`src/rtl/sram_pack_writer_pkg.sv`:
```
// Shared definitions for the 160x32 SRAM pack/unpack path.
// Both the write-side packer and the read-side unpacker import this package,
// so the word layout (LO_LSB / HI_LSB) and frame geometry stay in lock-step.
package sram_pack_writer_pkg;

  localparam int unsigned DW        = 9;    // sample width
  localparam int unsigned WW        = 32;   // SRAM word width
  localparam int unsigned AW        = 8;    // SRAM address width
  localparam int unsigned DEPTH     = 160;  // words per frame, must be <= 2**AW - 1
  localparam int unsigned BASE_ADDR = 0;    // first word address of a frame

  // Field positions inside a packed word: first sample low, second above it.
  localparam int unsigned LO_LSB = 0;
  localparam int unsigned HI_LSB = 9;

  typedef enum logic [2:0] {
    ST_IDLE  = 3'd0,
    ST_LOW   = 3'd1,
    ST_HIGH  = 3'd2,
    ST_WRITE = 3'd3,
    ST_FULL  = 3'd4
  } spw_state_e;

endpackage

```
`src/rtl/sram_pack_writer.sv`:
```
// sram_pack_writer: packs pairs of 9-bit samples into 32-bit words and writes
// them to the single-port SRAM wrapper at incrementing addresses.
//
// Ports
//   clk            system clock, rising edge
//   rst            synchronous reset, active-high
//   start          arm a new frame (IDLE or FULL only)
//   in_valid       sample valid
//   in_data        sample value
//   in_ready       sample accepted this cycle when in_valid is also high
//   flush          close the frame, writing any half-filled word
//   mem_ry         SRAM ready; a write only happens while high
//   we_n           SRAM write enable, active-low
//   w_addr         SRAM write address
//   write_data     packed word
//   words_written  words written in the current frame
//   busy           high outside IDLE and FULL
//   full           DEPTH words written, frame closed
//
// state  | meaning
// -------+-----------------------------------------------------------
// IDLE   | no frame armed, waiting for start
// LOW    | waiting for the first sample of a word
// HIGH   | first sample held, waiting for the second (or a flush)
// WRITE  | word complete, waiting for mem_ry to issue the write
// FULL   | DEPTH words written, frame closed until the next start
module sram_pack_writer
  import sram_pack_writer_pkg::*;
(
  input  logic                      clk,
  input  logic                      rst,
  input  logic                      start,
  input  logic                      in_valid,
  input  logic [DW-1:0]             in_data,
  output logic                      in_ready,
  input  logic                      flush,
  input  logic                      mem_ry,
  output logic                      we_n,
  output logic [AW-1:0]             w_addr,
  output logic [WW-1:0]             write_data,
  output logic [AW-1:0]             words_written,
  output logic                      busy,
  output logic                      full
);

  localparam logic [AW-1:0] BASE_A  = AW'(BASE_ADDR);
  localparam logic [AW-1:0] DEPTH_A = AW'(DEPTH);

  spw_state_e     state_q, state_d;
  logic [AW-1:0]  addr_q, addr_d;
  logic [WW-1:0]  data_q, data_d;
  logic [AW-1:0]  words_q, words_d;
  logic           pend_q, pend_d;

  logic           ready;
  logic           xfer;
  logic [AW-1:0]  words_inc;

  // in_ready is a pure state decode so it never loops back through in_valid.
  assign ready     = (state_q == ST_LOW) || (state_q == ST_HIGH);
  assign xfer      = in_valid && ready;
  assign words_inc = words_q + AW'(1);

  always_ff @(posedge clk) begin
    if (rst) begin
      state_q <= ST_IDLE;
      addr_q  <= BASE_A;
      data_q  <= '0;
      words_q <= '0;
      pend_q  <= 1'b0;
    end else begin
      state_q <= state_d;
      addr_q  <= addr_d;
      data_q  <= data_d;
      words_q <= words_d;
      pend_q  <= pend_d;
    end
  end

  always_comb begin
    state_d = state_q;
    addr_d  = addr_q;
    data_d  = data_q;
    words_d = words_q;
    pend_d  = pend_q;

    unique case (state_q)
      ST_IDLE, ST_FULL: begin
        if (start) begin
          state_d = ST_LOW;
          addr_d  = BASE_A;
          words_d = '0;
          data_d  = '0;
          pend_d  = 1'b0;
        end
      end

      ST_LOW: begin
        if (xfer) begin
          // Clearing the whole word keeps the upper bits zero after a previous write.
          data_d                 = '0;
          data_d[LO_LSB +: DW]   = in_data;
          state_d                = ST_HIGH;
          if (flush) pend_d = 1'b1;
        end else if (flush) begin
          state_d = ST_IDLE;
        end
      end

      ST_HIGH: begin
        if (xfer) begin
          data_d[HI_LSB +: DW] = in_data;
          pend_d               = pend_q | flush;
          state_d              = ST_WRITE;
        end else if (flush && !pend_q) begin
          // Flush a half word: upper sample slot written as zero.
          data_d[HI_LSB +: DW] = '0;
          pend_d               = 1'b1;
          state_d              = ST_WRITE;
        end
        // A flush taken together with the first sample waits here for the
        // second one; repeating flush meanwhile changes nothing.
      end

      ST_WRITE: begin
        if (mem_ry) begin
          words_d = words_inc;
          if (words_inc == DEPTH_A) begin
            addr_d  = BASE_A;
            pend_d  = 1'b0;
            state_d = ST_FULL;
          end else begin
            addr_d = addr_q + AW'(1);
            if (pend_q) begin
              pend_d  = 1'b0;
              state_d = ST_IDLE;
            end else begin
              state_d = ST_LOW;
            end
          end
        end
      end

      default: state_d = ST_IDLE;
    endcase
  end

  assign in_ready      = ready;
  assign we_n          = !((state_q == ST_WRITE) && mem_ry);
  assign w_addr        = addr_q;
  assign write_data    = data_q;
  assign words_written = words_q;
  assign busy          = (state_q != ST_IDLE) && (state_q != ST_FULL);
  assign full          = (state_q == ST_FULL);

endmodule

```
`config.mk`:
```
export PLATFORM = sky130hd
export DESIGN_NAME = sram_pack_writer
export DESIGN_NICKNAME = d
export VERILOG_FILES = /design/src/rtl/sram_pack_writer_pkg.sv /design/src/rtl/sram_pack_writer.sv
export SDC_FILE = /design/constraint.sdc
export NUM_CORES = 1
export LEC_CHECK = 0
export ABC_AREA = 1
export CORE_UTILIZATION = 40
export CTS_CLUSTER_SIZE = 20
export DETAILED_ROUTE_END_ITERATION = 8
export PLACE_DENSITY = 0.78
export RECOVER_POWER = 100
export SETUP_SLACK_MARGIN = 0.5
export SYNTH_ARGS = -nofsm -noshare
export SYNTH_HDL_FRONTEND = slang
export SYNTH_SLANG_ARGS = --single-unit
```
`constraint.sdc`:
```
create_clock -name clk -period 2 [get_ports clk]
set_clock_uncertainty 0.05 [all_clocks]
set_input_delay 0.3 -clock clk [delete_from_list [all_inputs] [get_ports clk]]
set_output_delay 0.3 -clock clk [all_outputs]
set_load 0.05 [all_outputs]
```
==> results of run 1 <==
-- worst min path at each step --
stage,start,to,slack [ns]
3_3_place_gp,write_data[13],write_data[13],0.40
3_5_place_dp,write_data[9],write_data[9],0.40
4_1_cts,write_data[4],write_data[4],0.42
2_1_floorplan,rst,w_addr[6],0.32
5_1_grt,write_data[9],write_data[9],0.43
6_report,write_data[4],write_data[4],0.41
-- sequential cells by signal, indices dropped and copies added, names as in the netlist --
name and count:
write_data 18, w_addr 8, words_written 8, state_q 3
pend_q 1
-- cell families after synthesis --
logic type,Yosys count,synth area share
AO/OA/AOI/OAI,51,0.143
XOR/XNOR,3,0.0135
adder cells (fa/ha/maj),2,0.0129
buffers and inverters,47,0.128
flip-flops,38,0.392
other,1,0.00193
AND/OR/NAND/NOR,140,0.308
-- power breakdown --
part,switching [W],leakage (nW),internal [W]
logic,0.000578,0.751,0.000290
clock network,0.000270,0.0482,0.000278
registers,0.0000295,0.316,0.000780
-- placed cells by master, fill, tap and decap left out, types with 2 or more instances in the layout --
cell	count
a21oi_1	24
dfxtp_4	8
buf_4	12
conb_1	14
o21ai_0	7
clkdlybuf4s50_1	13
nand2_1	65
o21ai_2	8
nor2_2	7
clkbuf_2	2
inv_4	4
dfxtp_1	24
dfxtp_2	6
nand3_1	11
a21oi_2	9
nor2_1	18
clkbuf_8	6
nand3_2	2
nand2_2	11
inv_1	19
inv_2	3
o21ai_4	2
buf_6	7
nand2_4	10
nor2_4	10
clkbuf_1	37
-- area by class of cell --
| type | instances | area, um2 |
|---|---|---|
| clock buffer | 7 | 86.3 |
| sequential | 38 | 798 |
| tap | 52 | 65.1 |
| multi-input combinational | 211 | 1260 |
| fill | 397 | 1650 |
| inverter | 28 | 125 |
| clock inverter | 1 | 5.00 |
| timing repair buffer | 75 | 510 |
-- critical path: stages (launching register included) --
cell      delay (ns)
dfxtp_4         0.37
inv_4           0.04
nor2_4          0.14
nand2_4         0.08
nor2_4          0.10
nor2_4          0.05
buf_4           0.13
buf_6           0.12
o21ai_4         0.09
clkbuf_1        0.29
o21ai_0         0.13
nand2_1         0.07
nor2_1          0.04
-- per-stage QoR --
step	total power, W	instances
global route	0.00232	412
finish	0.00223	412
floorplan	0.00130	295
detailed placement	0.00144	383
global placement	0.00144	383
CTS	0.00206	401
-- cells in the mapped netlist --
| cell | number |
|---|---|
| nand2_2 | 1 |
| a21oi_1 | 32 |
| nand3b_2 | 1 |
| a21oi_2 | 1 |
| xnor2_1 | 1 |
| or2_1 | 1 |
| nor2_2 | 3 |
| nand3_2 | 1 |
| ha_1 | 2 |
| o22ai_1 | 1 |
| nand3b_1 | 1 |
| clkinv_4 | 1 |
| inv_1 | 24 |
| nor3_1 | 1 |
| conb_1 | 1 |
| nor2_4 | 3 |
| nand3_1 | 13 |
| inv_2 | 3 |
| buf_4 | 14 |
| xor2_1 | 2 |
| o21ai_4 | 1 |
| o21ai_0 | 14 |
| nand2_1 | 85 |
| nand4_1 | 1 |
| nor2_1 | 29 |
| a22oi_1 | 1 |
| o21ai_2 | 1 |
| dfxtp_1 | 38 |
| clkbuf_1 | 3 |
| buf_6 | 2 |
-- repair_timing --
item / in CTS / in global routing
setup buffers: 10 / 10
setup endpoints to repair: 59 / 60
gates resized for setup: 100 / 115
gates cloned: 0 / 1
pin swaps: 11 / 32
-- per-layer routing --
metal / global-route usage / up-vias / wire (um)
met3: 0.0520 / 16 / 311
li1: - / 1026 / -
met1: 0.227 / 1000 / 2490
met4: 0.0784 / 0 / 142
met2: 0.324 / 92 / 2990
met5: 0 / - / 0
==> flow_metrics.env, run 1 <==
export IMPL_die_width_um=71.7
export IMPL_synthCells=282
export IMPL_status="finished clean"
export IMPL_min_period_ns=1.81
export IMPL_rsz0062_at_grt="true"
export IMPL_cts_buffers=5
export IMPL_rows=24
export IMPL_hold_viol=0
export IMPL_design_area_um2=2850
export IMPL_synth_top_area_frac=0.392
export IMPL_antenna_left=0
export IMPL_grt_pass1_vias=1808
export IMPL_clockBufferDepth=2
export IMPL_yosysWarnings=0
export IMPL_maxSlewHeadroom=0.570
export IMPL_cts_tree="built"
export IMPL_cts_sinks=38
export IMPL_path_max_fanout=5
export IMPL_min_path_type="flop to flop"
export IMPL_powerDensity_nw_per_um2=780
export IMPL_wl_per_cell_um=14.4
export IMPL_postPlaceCellArea_um2=2540
export IMPL_wl_um=5930
export IMPL_io_buffer_count=52
export IMPL_finalWeightedCongestion=0.809
export IMPL_pre_cts_slack_ns=0.145
export IMPL_core_area_um2=4500
export IMPL_worst_slack_ns=0.189
export IMPL_fin_crit_sh=0.905
export IMPL_clockRootBuffer="clkbuf_8"
export IMPL_dr_pass1_iters=4
export IMPL_reg2reg_depth=12
export IMPL_avgSynthCellArea_um2=6.88
export IMPL_nets=376
export IMPL_fp_dieH_um=71.7
export IMPL_peakVddDrop_mv=0.445
export IMPL_clk_latency_ns=0.29
export IMPL_fmax_mhz=552
export IMPL_critPathLaunch="state_q[1]"
export IMPL_dr_total_vias=2134
export IMPL_grt_pass1_wl_um=7770
export IMPL_drcViolationCount=0
export IMPL_synth_top_area_cell="dfxtp_1"
export IMPL_syn_area_um2=1940
export IMPL_setup_worst_path_end_class="flop"
export IMPL_crit_path_end="w_addr[3]"
export IMPL_utilization=0.634
export IMPL_ys_seq_elements=38
export IMPL_grt_max_degree=30
export IMPL_grt_overflow=0
export IMPL_crit_required_ns=2.15
export IMPL_holdWs_ns=0.414
export IMPL_post_dp_hpwl_um=3280
export IMPL_timing_setup_critical_path_class="flop to flop"
export IMPL_maxCapViolations=0
export IMPL_vias_per_cell=5.18
export IMPL_setup_viol=0
export IMPL_drt_first_iter_violations=127
export IMPL_die_area_um2=5130
export IMPL_worstPathArrival_ns=1.96
export IMPL_antenna_found_initial=0
export IMPL_start_util=0.431
export IMPL_worstMarginPinSlew_ns=0.648
export IMPL_worstSetupStartpointType="flop"
export IMPL_timing_rr_end="w_addr[3]"
export IMPL_clkSlewWorstSetupHoldPaths_ns=0.08
export IMPL_layout_drive_gt1_share=0.325
export IMPL_n_antenna_cell=0
export IMPL_io_pin_count=67
export IMPL_synth_area_leaders="dfxtp_1, nand2_1, a21oi_1"
export IMPL_yosysSeqAreaShare=0.392
export IMPL_holdBufCountCts=0
export IMPL_setup_tns_final_ns=0
export IMPL_syn_to_final_growth_pct=47.1
export IMPL_slew_violations=0
export IMPL_timing_rr_start="state_q[1]"
export IMPL_synth_cell_types=30
export IMPL_htreeDepth=2
export IMPL_track_usage=0.191
export IMPL_whs_path_depth=2
export IMPL_rrSetupSlack_ns=0.19
export IMPL_leakage_nw=1.12
Power figures use the tool's default switching activity.
==> run 2: changes to the inputs <==
- CTS_CLUSTER_SIZE: 20 -> not set
==> results of run 2 <==
No change in the layout: final DEF, timing and power equal those of run 1.
